`config.mk`:
```
export PLATFORM = sky130hd
export DESIGN_NAME = sector_sequencer
export DESIGN_NICKNAME = d
export VERILOG_FILES = /design/src/rtl/sector_sequencer.sv
export SDC_FILE = /design/constraint.sdc
export NUM_CORES = 1
export LEC_CHECK = 0
export BUFFER_PORTS_ARGS = -buffer_cell sky130_fd_sc_hd__buf_2
export CORE_ASPECT_RATIO = 1.2
export CORE_MARGIN = 4
export CORE_UTILIZATION = 52
export CTS_BUF_LIST = sky130_fd_sc_hd__clkbuf_4
export DETAILED_ROUTE_END_ITERATION = 12
export PLACE_DENSITY = 0.78
export REMOVE_ABC_BUFFERS = 1
export SYNTH_ARGS = -nofsm -noshare
export SYNTH_HDL_FRONTEND = slang
export SYNTH_SLANG_ARGS = --single-unit
```
`constraint.sdc`:
```
create_clock -name clk -period 1.6 [get_ports clk]
set_input_delay 0.08 -clock clk [delete_from_list [all_inputs] [get_ports clk]]
set_output_delay 0.08 -clock clk [all_outputs]
set_load 0.05 [all_outputs]
```
`src/rtl/sector_sequencer.sv`:
```
// Sector timing controller: rotational timebase, cylinder/head seek control and the
// prefetch-to-buffer fetch handshake feeding the sector serializer.
//
// state     | meaning
// ----------+-------------------------------------------------------------
// S_READY   | head settled on cyl; accepts seek commands, ready=1
// S_SEEK    | settle counter running toward the latched target, ready=0
// P_IDLE    | no buffer fetch outstanding
// P_REQ     | mem_req held with a frozen mem_addr until mem_ack is seen
module sector_sequencer #(
  parameter int SECTOR_CYCLES = 3900,
  parameter int SECTORS       = 12,
  parameter int MAX_CYL       = 405,
  parameter int SEEK_CYCLES   = 1000
) (
  input  logic        clk,
  input  logic        rst_n,
  input  logic [1:0]  hs_in,
  input  logic        seek_strobe,
  input  logic [8:0]  seek_cyl,
  input  logic        prefetch,
  input  logic        mem_ack,
  output logic        sector_strobe,
  output logic        index_pulse,
  output logic [4:0]  sect,
  output logic [8:0]  cyl,
  output logic [1:0]  hs,
  output logic        ready,
  output logic        seek_err,
  output logic        mem_req,
  output logic [15:0] mem_addr,
  output logic        overrun
);

  localparam int TICK_W   = $clog2(SECTOR_CYCLES);
  localparam int SECT_W   = $clog2(SECTORS);
  localparam int SETTLE_W = $clog2(SEEK_CYCLES);

  localparam logic [TICK_W-1:0]   TICK_LAST   = TICK_W'(SECTOR_CYCLES - 1);
  localparam logic [SECT_W-1:0]   SECT_LAST   = SECT_W'(SECTORS - 1);
  localparam logic [SETTLE_W-1:0] SETTLE_LOAD = SETTLE_W'(SEEK_CYCLES - 1);
  localparam logic [8:0]          CYL_MAX     = 9'(MAX_CYL);

  localparam logic [0:0] S_READY = 1'b0;
  localparam logic [0:0] S_SEEK  = 1'b1;
  localparam logic [0:0] P_IDLE  = 1'b0;
  localparam logic [0:0] P_REQ   = 1'b1;

  logic [TICK_W-1:0]   tick;
  logic [SECT_W-1:0]   sect_q;
  logic [0:0]          seek_state;
  logic [SETTLE_W-1:0] settle;
  logic [8:0]          target_cyl;
  logic [0:0]          pf_state;

  assign sect = 5'(sect_q);

  // Timebase: free-running, never stalled by seeks or fetches.
  always_ff @(posedge clk or negedge rst_n) begin
    if (!rst_n) begin
      tick          <= '0;
      sect_q        <= SECT_LAST;
      hs            <= 2'd0;
      sector_strobe <= 1'b0;
      index_pulse   <= 1'b0;
    end else begin
      sector_strobe <= 1'b0;
      index_pulse   <= 1'b0;
      if (tick == TICK_LAST) begin
        tick          <= '0;
        sector_strobe <= 1'b1;
        hs            <= hs_in;
        if (sect_q == SECT_LAST) begin
          sect_q      <= '0;
          index_pulse <= 1'b1;
        end else begin
          sect_q <= sect_q + 1'b1;
        end
      end else begin
        tick <= tick + 1'b1;
      end
    end
  end

  always_ff @(posedge clk or negedge rst_n) begin
    if (!rst_n) begin
      seek_state <= S_READY;
      settle     <= '0;
      target_cyl <= 9'd0;
      cyl        <= 9'd0;
      ready      <= 1'b1;
      seek_err   <= 1'b0;
    end else begin
      case (seek_state)
        S_READY: begin
          if (seek_strobe) begin
            if (seek_cyl > CYL_MAX) begin
              seek_err <= 1'b1;
            end else if (seek_cyl == cyl) begin
              seek_err <= 1'b0;
            end else begin
              seek_err   <= 1'b0;
              target_cyl <= seek_cyl;
              settle     <= SETTLE_LOAD;
              ready      <= 1'b0;
              seek_state <= S_SEEK;
            end
          end
        end
        S_SEEK: begin
          if (settle == '0) begin
            cyl        <= target_cyl;
            ready      <= 1'b1;
            seek_state <= S_READY;
          end else begin
            settle <= settle - 1'b1;
          end
        end
        default: seek_state <= S_READY;
      endcase
    end
  end

  // The fetch address is frozen at request time, so a seek starting under an
  // outstanding request cannot disturb it.
  always_ff @(posedge clk or negedge rst_n) begin
    if (!rst_n) begin
      pf_state <= P_IDLE;
      mem_req  <= 1'b0;
      mem_addr <= 16'd0;
      overrun  <= 1'b0;
    end else begin
      case (pf_state)
        P_IDLE: begin
          if (prefetch && ready) begin
            mem_req  <= 1'b1;
            mem_addr <= {hs, cyl, sect};
            pf_state <= P_REQ;
          end
        end
        P_REQ: begin
          if (prefetch) begin
            overrun <= 1'b1;
          end
          if (mem_ack) begin
            mem_req  <= 1'b0;
            pf_state <= P_IDLE;
          end
        end
        default: pf_state <= P_IDLE;
      endcase
    end
  end

endmodule

```
==> key figures <==
Floorplanning
  • Num ports: 54
  • Die Wd: 78.6 µm
  • Core area: 0.00574 mm²
  • Placement Rows: 30
  • Area of the die: about 0.0073 mm²
  • Die H: between 90 and 100 µm
  • Starting Density: 0.542

Placed design
  • Dpl ws: -104 ps
  • Post-DP Area: around 0.0038 mm²
  • IO Port Bufs: 51
  • RD Place Congestion: just under 0.9
  • Hpwl dp: around 4700 µm

Logic synthesis
  • Synthesized flop and latch total: slightly below 70
  • Largest area contributor in the netlist: dfrtp_1
  • Synth Flop Type: dfrtp_1
  • Asr flop ratio synth: 1.00
  • Yosys warning count: 0
  • Post-synth top area share: 0.523
  • Number of synthesized flops with an enable pin: 0
  • Yosys cell types: 48
  • Syn avg cell area: ~11 µm²
  • Synth area leaders: dfrtp_1 (52%), mux2_2 (6.5%), nand2_1 (5.9%)
  • Mapped Cells: between 200 and 300
  • Post-synthesis sequential area ratio: 0.556
  • Synthesized cell area: just over 0.003 mm²

Timing
  • Final hold vios: 0
  • RSZ-0062 raised after global routing: true
  • Post-Route Setup TNS: -956 ps
  • Final setup fails: 12
  • Setup WS post-layout: -120 ps
  • Final Max Tran Viols: 0
  • Worst Clk Skew: around 15 ps
  • Fin crit period: 1720 ps
  • Period utilization: 1.07
  • Max Clk Rate: 0.582 GHz

Run status
  • Status: finished with violations
  • Failing checks: negative setup slack

Detailed routing
  • Initial DRC count: between 100 and 150
  • Via density: approximately 5.3
  • First-pass detailed-route iteration total: 4
  • Routed Antenna Nets: 0
  • Drt total wl: about 7000 µm
  • Via count: 2546
  • Routed WL per cell: 14.9 µm
  • DRC: 0

CTS
  • H-tree depth: 3
  • CTS Sinks: 69
  • Clk pin slew, worst setup/hold paths: 110 ps
  • CTS Buf Count: 9
  • Clk buf depth: 2
  • Clock Latency Late Sink: 400 ps
  • Root Buffer: clkbuf_4
  • CTS tree: yes

Worst setup path
  • Buffer and inverter count on the worst path: 1
  • R2R Setup Slk: -120 ps
  • RR Startpoint: cyl[5]
  • Max incr delay on CP: roughly 400 ps
  • Crit end category: register
  • CP Depth: 6
  • Max FO, Critical Path: 6
  • Setup crit start kind: register
  • WP data required: ~1900 ps
  • Crit Path Category: reg2reg
  • Reg-to-Reg End: target_cyl[6]
  • CP delay by family, top: flip-flops
  • Worst Path Arrival: approximately 2000 ps
  • Slowest stage cell, crit path: dfrtp_1
  • Critical path, cell by cell: xnor2_1 -> nand4_1 -> o31a_1 -> nand2_2 -> buf_6 -> mux2_1
  • Reg2reg path depth: 6

Finish
  • Area taken by multi-input logic gates: about 0.0014 mm²
  • Post-layout instance area: about 0.0042 mm²
  • Nets: roughly 420
  • # diodes: 0
  • Synth-to-layout area growth: 34.6%
  • Layout cells sized above 1: 0.421
  • Register area: between 0.0015 and 0.002 mm²
  • Number of fill cells in the layout: 400

GRT
  • First-pass GRT wire length: 11700 µm
  • Initial antenna violation count: 0
  • Pin count of the biggest net entering global routing: 70
  • GRT Overall Usage: 0.206
  • Vias in the first global route: 2557
  • Global route total overflow: 0

Power and ir drop
  • Pleak: roughly 2.1 nW
  • Maximum VDD drop: 0.680 mV
  • Cell Pwr Density: 917 mW/mm²

Hold path
  • Min-delay src: seek_cyl[7]
  • Worst Hold Path EP: seek_err
  • Hold depth: 4
  • Worst hold path class: in2reg

Job
  • Max cap viols: 0
[how the worst max path moves through the flow]
stage | slack [ps] | startpoint | endpoint
2_1_floorplan | -420 | cyl[8] | target_cyl[0]
3_3_place_gp | -20 | cyl[0] | target_cyl[6]
3_5_place_dp | -100 | cyl[3] | target_cyl[3]
4_1_cts | -90 | cyl[0] | target_cyl[8]
5_1_grt | -190 | cyl[5] | target_cyl[5]
6_report | -120 | cyl[5] | target_cyl[6]
[Yosys cell counts, drive strengths merged, types with 3 or more instances]
cell / instances
o21ai: 15
xnor2: 13
nor2: 15
dfrtp: 65
o31a: 3
dfstp: 4
ha: 4
nand3: 11
a21oi: 6
inv: 7
mux2: 27
nor3: 7
nand2: 50
xor2: 6
buf: 6
nor4: 8
[worst min-delay path, stage by stage]
cell	delay, ps
buf_2	130
nand2_1	80
a21oi_1	50
a31o_2	230
[cell families after synthesis]
| kind of cell | count (synthesis) | share of synthesized area |
|---|---|---|
| xor+xnor | 19 | 0.0535 |
| mux | 27 | 0.0977 |
| compound gates | 37 | 0.0772 |
| fa+ha+maj | 4 | 0.0161 |
| buf+inv | 15 | 0.0229 |
| simple gates | 106 | 0.175 |
| other cells | 1 | 0.00120 |
| flops | 69 | 0.556 |
[sequential cells by signal, indices dropped and copies added (netlist names), 2 cells and up]
signal      count
mem_addr       15
tick           12
settle         10
cyl             9
target_cyl      9
sect_q          4
hs              2
[cells in the final DEF, fill, tap and decap left out, types with 3 or more instances in the layout]
master and instances:
a21oi_1 5, nor3_1 5, o31a_1 3, xnor2_1 12, nand3_1 11, buf_6 5, dlygate4sd3_1 15, xor2_1 5
clkinv_2 3, inv_1 6, dfstp_2 4, mux2_2 18, clkbuf_4 11, nand2_2 4, nor2_1 13, nor4_4 3
mux2_1 4, nand2_1 46, o21ai_0 9, nor4_1 3, dfrtp_1 64, buf_2 51, buf_4 42, mux2_4 5
o21ai_1 4
[final cells by class]
class | count | share of cell area
clock buffers | 11 | 0.0197
inverters | 7 | 0.00627
flip-flops and latches | 69 | 0.414
clock inverters | 5 | 0.00657
repair buffers | 114 | 0.190
multi-input cells | 195 | 0.340
well taps | 80 | 0.0239
[power breakdown]
group | internal, mW | switching [mW] | leakage, nW
Combinational | 0.408 | 0.429 | 1.17
Clock | 0.345 | 0.609 | 0.0680
Sequential | 1.90 | 0.149 | 0.884
Total | 2.66 | 1.19 | 2.12
[layer usage]
| layer | global-route usage | share of wire | vias to the layer above |
|---|---|---|---|
| met1 | 0.249 | 0.42 | 1268 |
| li1 | - | - | 1205 |
| met3 | 0.0506 | 0.051 | 8 |
| met2 | 0.354 | 0.51 | 65 |
| met4 | 0.0714 | 0.013 | 0 |
| met5 | 0 | 0 | - |
[through the flow]
step           hold WS, ps  total power [mW]  utilization  cells
6_report               199              3.84        0.730    481
5_1_grt                191              4.07        0.730    481
4_1_cts                169              3.79        0.711    478
3_5_place_dp           133              2.79        0.654    444
3_3_place_gp           129              2.77        0.654    444
2_1_floorplan         -216              2.46            -    271
[repair_timing]
item,in CTS,in global routing
resized for setup,11,21
setup endpoints to repair,12,37
hold endpoints to repair,84,0
cloned,0,0
hold buffers,15,0
pin swaps,6,5
buffers inserted,3,5
Power figures use the tool's default switching activity.
